===== src/rtl/pipe_ctrl_pkg.sv =====
// Shared types and constants for the pipeline hazard controller.
package pipe_ctrl_pkg;

  // Controller states
  typedef enum logic [1:0] {
    ST_RUN      = 2'd0,
    ST_MDU_WAIT = 2'd1,
    ST_HALT     = 2'd2
  } state_t;

  // Default multi-cycle EX latency and the width of its down-counter
  localparam int MDU_LAT_DEF = 4;
  localparam int MDU_CNT_W   = 8;

  // Value loaded into the MDU down-counter: the start cycle and the
  // zero-count exit cycle together account for two of the latency cycles.
  function automatic logic [MDU_CNT_W-1:0] mdu_load_value(input int lat);
    mdu_load_value = MDU_CNT_W'(lat - 2);
  endfunction

endpackage


===== src/rtl/pipe_ctrl_rise_det.sv =====
// Rising-edge detector for a level that is already synchronous to clk.
// A level that is high when history is captured never reports an edge
// until it has been seen low first.
module rise_det (
  input  logic clk,
  input  logic clr,
  input  logic d,
  output logic rise
);

  logic r_prev;

  // Remember the previous-cycle level; cleared to 0 by reset
  always_ff @(posedge clk or posedge clr) begin
    if (clr) begin
      r_prev <= 1'b0;
    end else begin
      r_prev <= d;
    end
  end

  assign rise = d & ~r_prev;

endmodule


===== src/rtl/pipe_ctrl.sv =====
// Pipeline hazard / stall controller: load-use stalls, branch flushes,
// multi-cycle MDU wait and syscall halt with go-button resume.
// Optional stall counter enabled by defining PIPE_CTRL_STALL_CNT_EN;
// without it stall_cnt is constant zero and no counter flops exist.
module pipe_ctrl
  import pipe_ctrl_pkg::*;
#(
  parameter int MDU_LAT = MDU_LAT_DEF,
  parameter int CNT_W   = 32
) (
  input  logic             clk,
  input  logic             clr,
  input  logic             load_use,
  input  logic             branch_taken,
  input  logic             mdu_start,
  input  logic             halt_req,
  input  logic             go,
  output logic             pc_en,
  output logic             ifid_en,
  output logic             idex_en,
  output logic             exmem_en,
  output logic             memwb_en,
  output logic             ifid_clr,
  output logic             idex_clr,
  output logic             exmem_clr,
  output logic             halted,
  output logic             mdu_done,
  output logic [CNT_W-1:0] stall_cnt
);

  localparam logic [MDU_CNT_W-1:0] MDU_LOAD = mdu_load_value(MDU_LAT);
  localparam logic [MDU_CNT_W-1:0] MDU_ONE  = {{(MDU_CNT_W-1){1'b0}}, 1'b1};
  localparam logic [MDU_CNT_W-1:0] MDU_ZERO = {MDU_CNT_W{1'b0}};

  state_t               r_state;
  state_t               w_next_state;
  logic [MDU_CNT_W-1:0] r_cnt;
  logic [MDU_CNT_W-1:0] w_next_cnt;
  logic                 r_halted;
  logic                 r_mdu_done;
  logic                 w_go_rise;

  logic w_pc_en, w_ifid_en, w_idex_en, w_exmem_en, w_memwb_en;
  logic w_ifid_clr, w_idex_clr, w_exmem_clr;

  rise_det u_go_rise (
    .clk  (clk),
    .clr  (clr),
    .d    (go),
    .rise (w_go_rise)
  );

  // State, MDU counter and registered status flags
  always_ff @(posedge clk or posedge clr) begin
    if (clr) begin
      r_state    <= ST_RUN;
      r_cnt      <= MDU_ZERO;
      r_halted   <= 1'b0;
      r_mdu_done <= 1'b0;
    end else begin
      r_state    <= w_next_state;
      r_cnt      <= w_next_cnt;
      r_halted   <= (w_next_state == ST_HALT);
      // Pulse during the final MDU_WAIT cycle (the one seeing count 0)
      r_mdu_done <= (w_next_state == ST_MDU_WAIT) && (w_next_cnt == MDU_ZERO);
    end
  end

  // Next-state logic and combinational pipeline enables/flushes
  always_comb begin
    w_next_state = r_state;
    w_next_cnt   = r_cnt;
    w_pc_en      = 1'b1;
    w_ifid_en    = 1'b1;
    w_idex_en    = 1'b1;
    w_exmem_en   = 1'b1;
    w_memwb_en   = 1'b1;
    w_ifid_clr   = 1'b0;
    w_idex_clr   = 1'b0;
    w_exmem_clr  = 1'b0;
    case (r_state)
      ST_RUN: begin
        // Priority: halt > mdu > branch > load-use
        if (halt_req) begin
          w_next_state = ST_HALT;
        end else if (mdu_start) begin
          w_next_state = ST_MDU_WAIT;
          w_next_cnt   = MDU_LOAD;
        end else if (branch_taken) begin
          w_ifid_clr = 1'b1;
          w_idex_clr = 1'b1;
        end else if (load_use) begin
          w_pc_en    = 1'b0;
          w_ifid_en  = 1'b0;
          w_idex_clr = 1'b1;
        end else begin
          w_next_state = ST_RUN;
        end
      end
      ST_MDU_WAIT: begin
        // Freeze front end, push bubbles into EX/MEM, let older work drain
        w_pc_en     = 1'b0;
        w_ifid_en   = 1'b0;
        w_idex_en   = 1'b0;
        w_exmem_clr = 1'b1;
        if (r_cnt == MDU_ZERO) begin
          w_next_state = ST_RUN;
        end else begin
          w_next_cnt = r_cnt - MDU_ONE;
        end
      end
      ST_HALT: begin
        w_pc_en    = 1'b0;
        w_ifid_en  = 1'b0;
        w_idex_en  = 1'b0;
        w_exmem_en = 1'b0;
        w_memwb_en = 1'b0;
        if (w_go_rise) begin
          w_next_state = ST_RUN;
        end else begin
          w_next_state = ST_HALT;
        end
      end
      default: begin
        w_next_state = ST_RUN;
        w_next_cnt   = MDU_ZERO;
      end
    endcase
  end

`ifdef PIPE_CTRL_STALL_CNT_EN
  localparam logic [CNT_W-1:0] STALL_ONE = {{(CNT_W-1){1'b0}}, 1'b1};
  localparam logic [CNT_W-1:0] STALL_MAX = {CNT_W{1'b1}};

  logic [CNT_W-1:0] r_stall_cnt;

  // Count frozen-PC cycles outside HALT, saturating at all-ones
  always_ff @(posedge clk or posedge clr) begin
    if (clr) begin
      r_stall_cnt <= {CNT_W{1'b0}};
    end else if (!w_pc_en && (r_state != ST_HALT) && (r_stall_cnt != STALL_MAX)) begin
      r_stall_cnt <= r_stall_cnt + STALL_ONE;
    end else begin
      r_stall_cnt <= r_stall_cnt;
    end
  end

  assign stall_cnt = r_stall_cnt;
`else
  assign stall_cnt = {CNT_W{1'b0}};
`endif

  assign pc_en     = w_pc_en;
  assign ifid_en   = w_ifid_en;
  assign idex_en   = w_idex_en;
  assign exmem_en  = w_exmem_en;
  assign memwb_en  = w_memwb_en;
  assign ifid_clr  = w_ifid_clr;
  assign idex_clr  = w_idex_clr;
  assign exmem_clr = w_exmem_clr;
  assign halted    = r_halted;
  assign mdu_done  = r_mdu_done;

endmodule


===== config.mk =====
export PLATFORM = sky130hd
export DESIGN_NAME = pipe_ctrl
export DESIGN_NICKNAME = d
export VERILOG_FILES = /design/src/rtl/pipe_ctrl_pkg.sv /design/src/rtl/pipe_ctrl_rise_det.sv /design/src/rtl/pipe_ctrl.sv
export SDC_FILE = /design/constraint.sdc
export NUM_CORES = 1
export LEC_CHECK = 0
export ABC_AREA = 1
export CORE_MARGIN = 2
export CORE_UTILIZATION = 30
export DETAILED_ROUTE_END_ITERATION = 10
export PLACE_DENSITY = 0.66
export RECOVER_POWER = 25
export SETUP_SLACK_MARGIN = 0.2
export SYNTH_ARGS = -nofsm -noshare
export SYNTH_HDL_FRONTEND = slang
export SYNTH_HIERARCHICAL = 1
export SYNTH_SLANG_ARGS = --single-unit

===== constraint.sdc =====
create_clock -name clk -period 1.7 [get_ports clk]
set_input_delay 0.34 -clock clk [delete_from_list [all_inputs] [get_ports clk]]
set_output_delay 0.34 -clock clk [all_outputs]
set_load 0.01 [all_outputs]

==> results.tsv, run 1 <==
metric	value	unit
Vias	1133	
setup violators final	5	
reg2reg setup slack	0	ns
synth warn	6	
FF/Latch Area	325	sq um
HP Class	in -> async	
startpoint types	primary input	
Reg power frac	0.477	
Seq/Total Area, Yosys	0.261	
failing checks	negative setup slack	
crit path time final	1.78	ns
# H-tree levels	1	
area grow syn2layout	45.6	%
Crit Path Class	in -> out	
vias in the first global route	988	
clk slew on worst S/H paths	0.05	ns
Gate power share	0.111	
Pwr Density	359	nW/um^2
die height	68.5	um
Vias/cell	4.06	
final design area excluding fillers	1820	sq um
RR Startpoint	r_state[1]	
GRT Resource Usage Total	0.114	
antenna viol nets, final	0	
Hold WS	0.399	ns
Die X	68.5	um
Max IR drop VDD	463	uV
largest net degree at the start of global routing	13	
Routability Congestion	0.872	
Final Hold Violating Endpoints	0	
Post-DP Area	1530	sq um
insertion delay to the later sink of the worst-skew pair	0.24	ns
first drt pass iteration count	4	
area of the multi-input gates	838	sq um
worst-path cell with the longest stage delay	clkdlybuf4s50_1	
Clock Skews	0.00112	ns
# fillers	402	
# port buffers	16	
global-route wire length before repair	4200	um
CTS Buffer Depth	2	
CP arrival	1.44	ns
delay-heaviest family, CP	buffers and inverters	
clock power share	0.411	
synth unique cells	24	
worst path required time	1.36	ns
final setup margin	-0.0802	ns
delay of the slowest critical-path stage	0.53	ns
initial antenna violation count	0	
# diodes	0	
P_sw	156	uW
max-cap check violation count	0	
gr ovfl total	0	
Crit. Startpoint	halt_req	
worst r2r path cells	12	
syn_area_per_cell	6.97	sq um
layout cells sized above 1	0.463	
I/O pin total	49	
CTS tree	done	
synthesized instance count	179	
Worst Setup EP	pc_en	
die area	4690	sq um
root buffer cell	clkbuf_8	
worst-path cell chain	clkdlybuf4s50_1 > nor2_4 > inv_2 > nor2_4 > a32oi_2 > buf_2	
CTS Hold Bufs	0	
Initial Util	0.312	
RSZ-0062 raised after global routing	yes	
WP buf/inv	3	
fin crit share	1.05	
run status	finished with violations	
Residual DRC	0	
crit path capture type	primary output	
DR WL/cell	10.6	um
Starting DRT DRC Count	22	
Slew Limit Fails	0	
clk sinks	13	
Worst path depth	6	
switching share of power	0.240	
CP max FO	2	
#FFs+latches synth	13	
max frequency	562	MHz
final WL	2950	um
CTS Buf Count	3	
Most common cell on crit path	nor2_4	
post-synth design cell area	1250	sq um
final net count	243	
Post-DP HPWL	2040	um
Pint	496	uW
Pleak	0.000978	uW
FF-to-FF End	mdu_done	
# rows	23	
Core Box Area	4000	sq um
## kinds of logic (layout without fill, tap and decap cells)
logic type,Yosys count,count (layout),share of synthesized area
other cells,1,32,0.00301
compound gates,12,12,0.0692
fa+ha+maj,6,6,0.0602
flops,13,13,0.261
simple gates,83,83,0.308
buf+inv,63,82,0.292
xor+xnor,1,1,0.00702
## synth_stat cells, drive strengths merged
master | number | area (sq um)
nand4 | 2 | 12.5
nor2 | 25 | 125
o21ai | 4 | 20.0
nand2 | 44 | 180
a21oi | 7 | 57.6
xor2 | 1 | 8.76
a32oi | 1 | 8.76
clkinv | 1 | 3.75
conb | 1 | 3.75
nand3 | 11 | 60.1
buf | 34 | 255
ha | 6 | 75.1
or2 | 1 | 6.26
inv | 28 | 105
dfrtp | 13 | 325
## registers in the layout (all words and copies together) (netlist names)
| signal | flops |
|---|---|
| halted | 1 |
| mdu_done | 1 |
| r_cnt | 8 |
| r_state | 2 |
| u_go_rise/r_prev | 1 |
## placed cells by master (no fill, tap or decap), types with 4 or more instances in the layout
cell type   n
nor2_1      9
nand2_1    33
nor2_2     12
buf_6      15
nand3_1     5
conb_1     32
inv_1      14
a21oi_2     4
buf_2       5
inv_2      13
dfrtp_1    13
nand3_2     5
buf_4      21
nand2_2     9
## metrics by stage
stage | utilization | power [uW] | TNS, ns | setup slack (ns) | cells
3_3_place_gp | 0.383 | 388 | -2.14 | -0.386 | 265
5_1_grt | 0.454 | 688 | -0.729 | -0.166 | 279
2_1_floorplan | - | 414 | 0 | 0.0724 | 210
4_1_cts | 0.409 | 666 | -0.368 | -0.0960 | 272
3_5_place_dp | 0.383 | 388 | -2.14 | -0.424 | 265
6_report | 0.454 | 652 | -0.224 | -0.0802 | 279
## area by class of cell
class                   instances  share of cell area
flip-flops and latches         13               0.179
well taps                      50              0.0344
clock buffers                   4              0.0248
repair buffers                 49               0.238
multi-input cells             134               0.461
inverters                      29              0.0627
## worst reg2reg max path, stage by stage, from the launching register on
cell and delay, ns:
dfrtp_1 0.38, buf_4 0.17, ha_4 0.16, buf_4 0.13, a21oi_4 0.18, inv_2 0.09, nand2_2 0.08, nand2_2 0.06
nor2_2 0.09, nand2_1 0.07, nor2_2 0.09, nand2_1 0.06, nor2_1 0.07
## layer usage
layer  vias up  track usage  wire length [um]
met4         0       0.0325                40
met3         7      0.00658                94
met2        33        0.195              1610
li1        580            -                 -
met1       513        0.153              1210
met5         -            0                 0
## power groups by stage
stage               sequential, uW  combinational (uW)  clock [uW]
finish                         311                72.6         268
global route                   311                84.3         292
CTS                            311                71.0         284
detailed placement             317                71.1           0
global placement               317                70.9           0
floorplan                      317                97.7           0
## worst min path at each step
stage | from | end | slack (ns)
6_report | clr | u_go_rise/r_prev | 0.40
3_3_place_gp | clr | u_go_rise/r_prev | 0.51
2_1_floorplan | clr | u_go_rise/r_prev | 0.07
4_1_cts | clr | u_go_rise/r_prev | 0.26
5_1_grt | clr | u_go_rise/r_prev | 0.41
3_5_place_dp | clr | u_go_rise/r_prev | 0.51
## repair_timing
action / 4_1_cts / 5_1_grt
hold endpoints to repair: 0 / 0
setup endpoints to repair: 15 / 16
buffers inserted: 3 / 7
pin swaps: 12 / 20
cloned: 0 / 0
gates resized for setup: 57 / 40
Power figures use the tool's default switching activity.
==> run 2: changes to the inputs <==
Settings changed: SLEW_MARGIN from default to 20.
==> results of run 2 <==
Same layout as run 1: the final DEF is identical, and so are final timing and power.
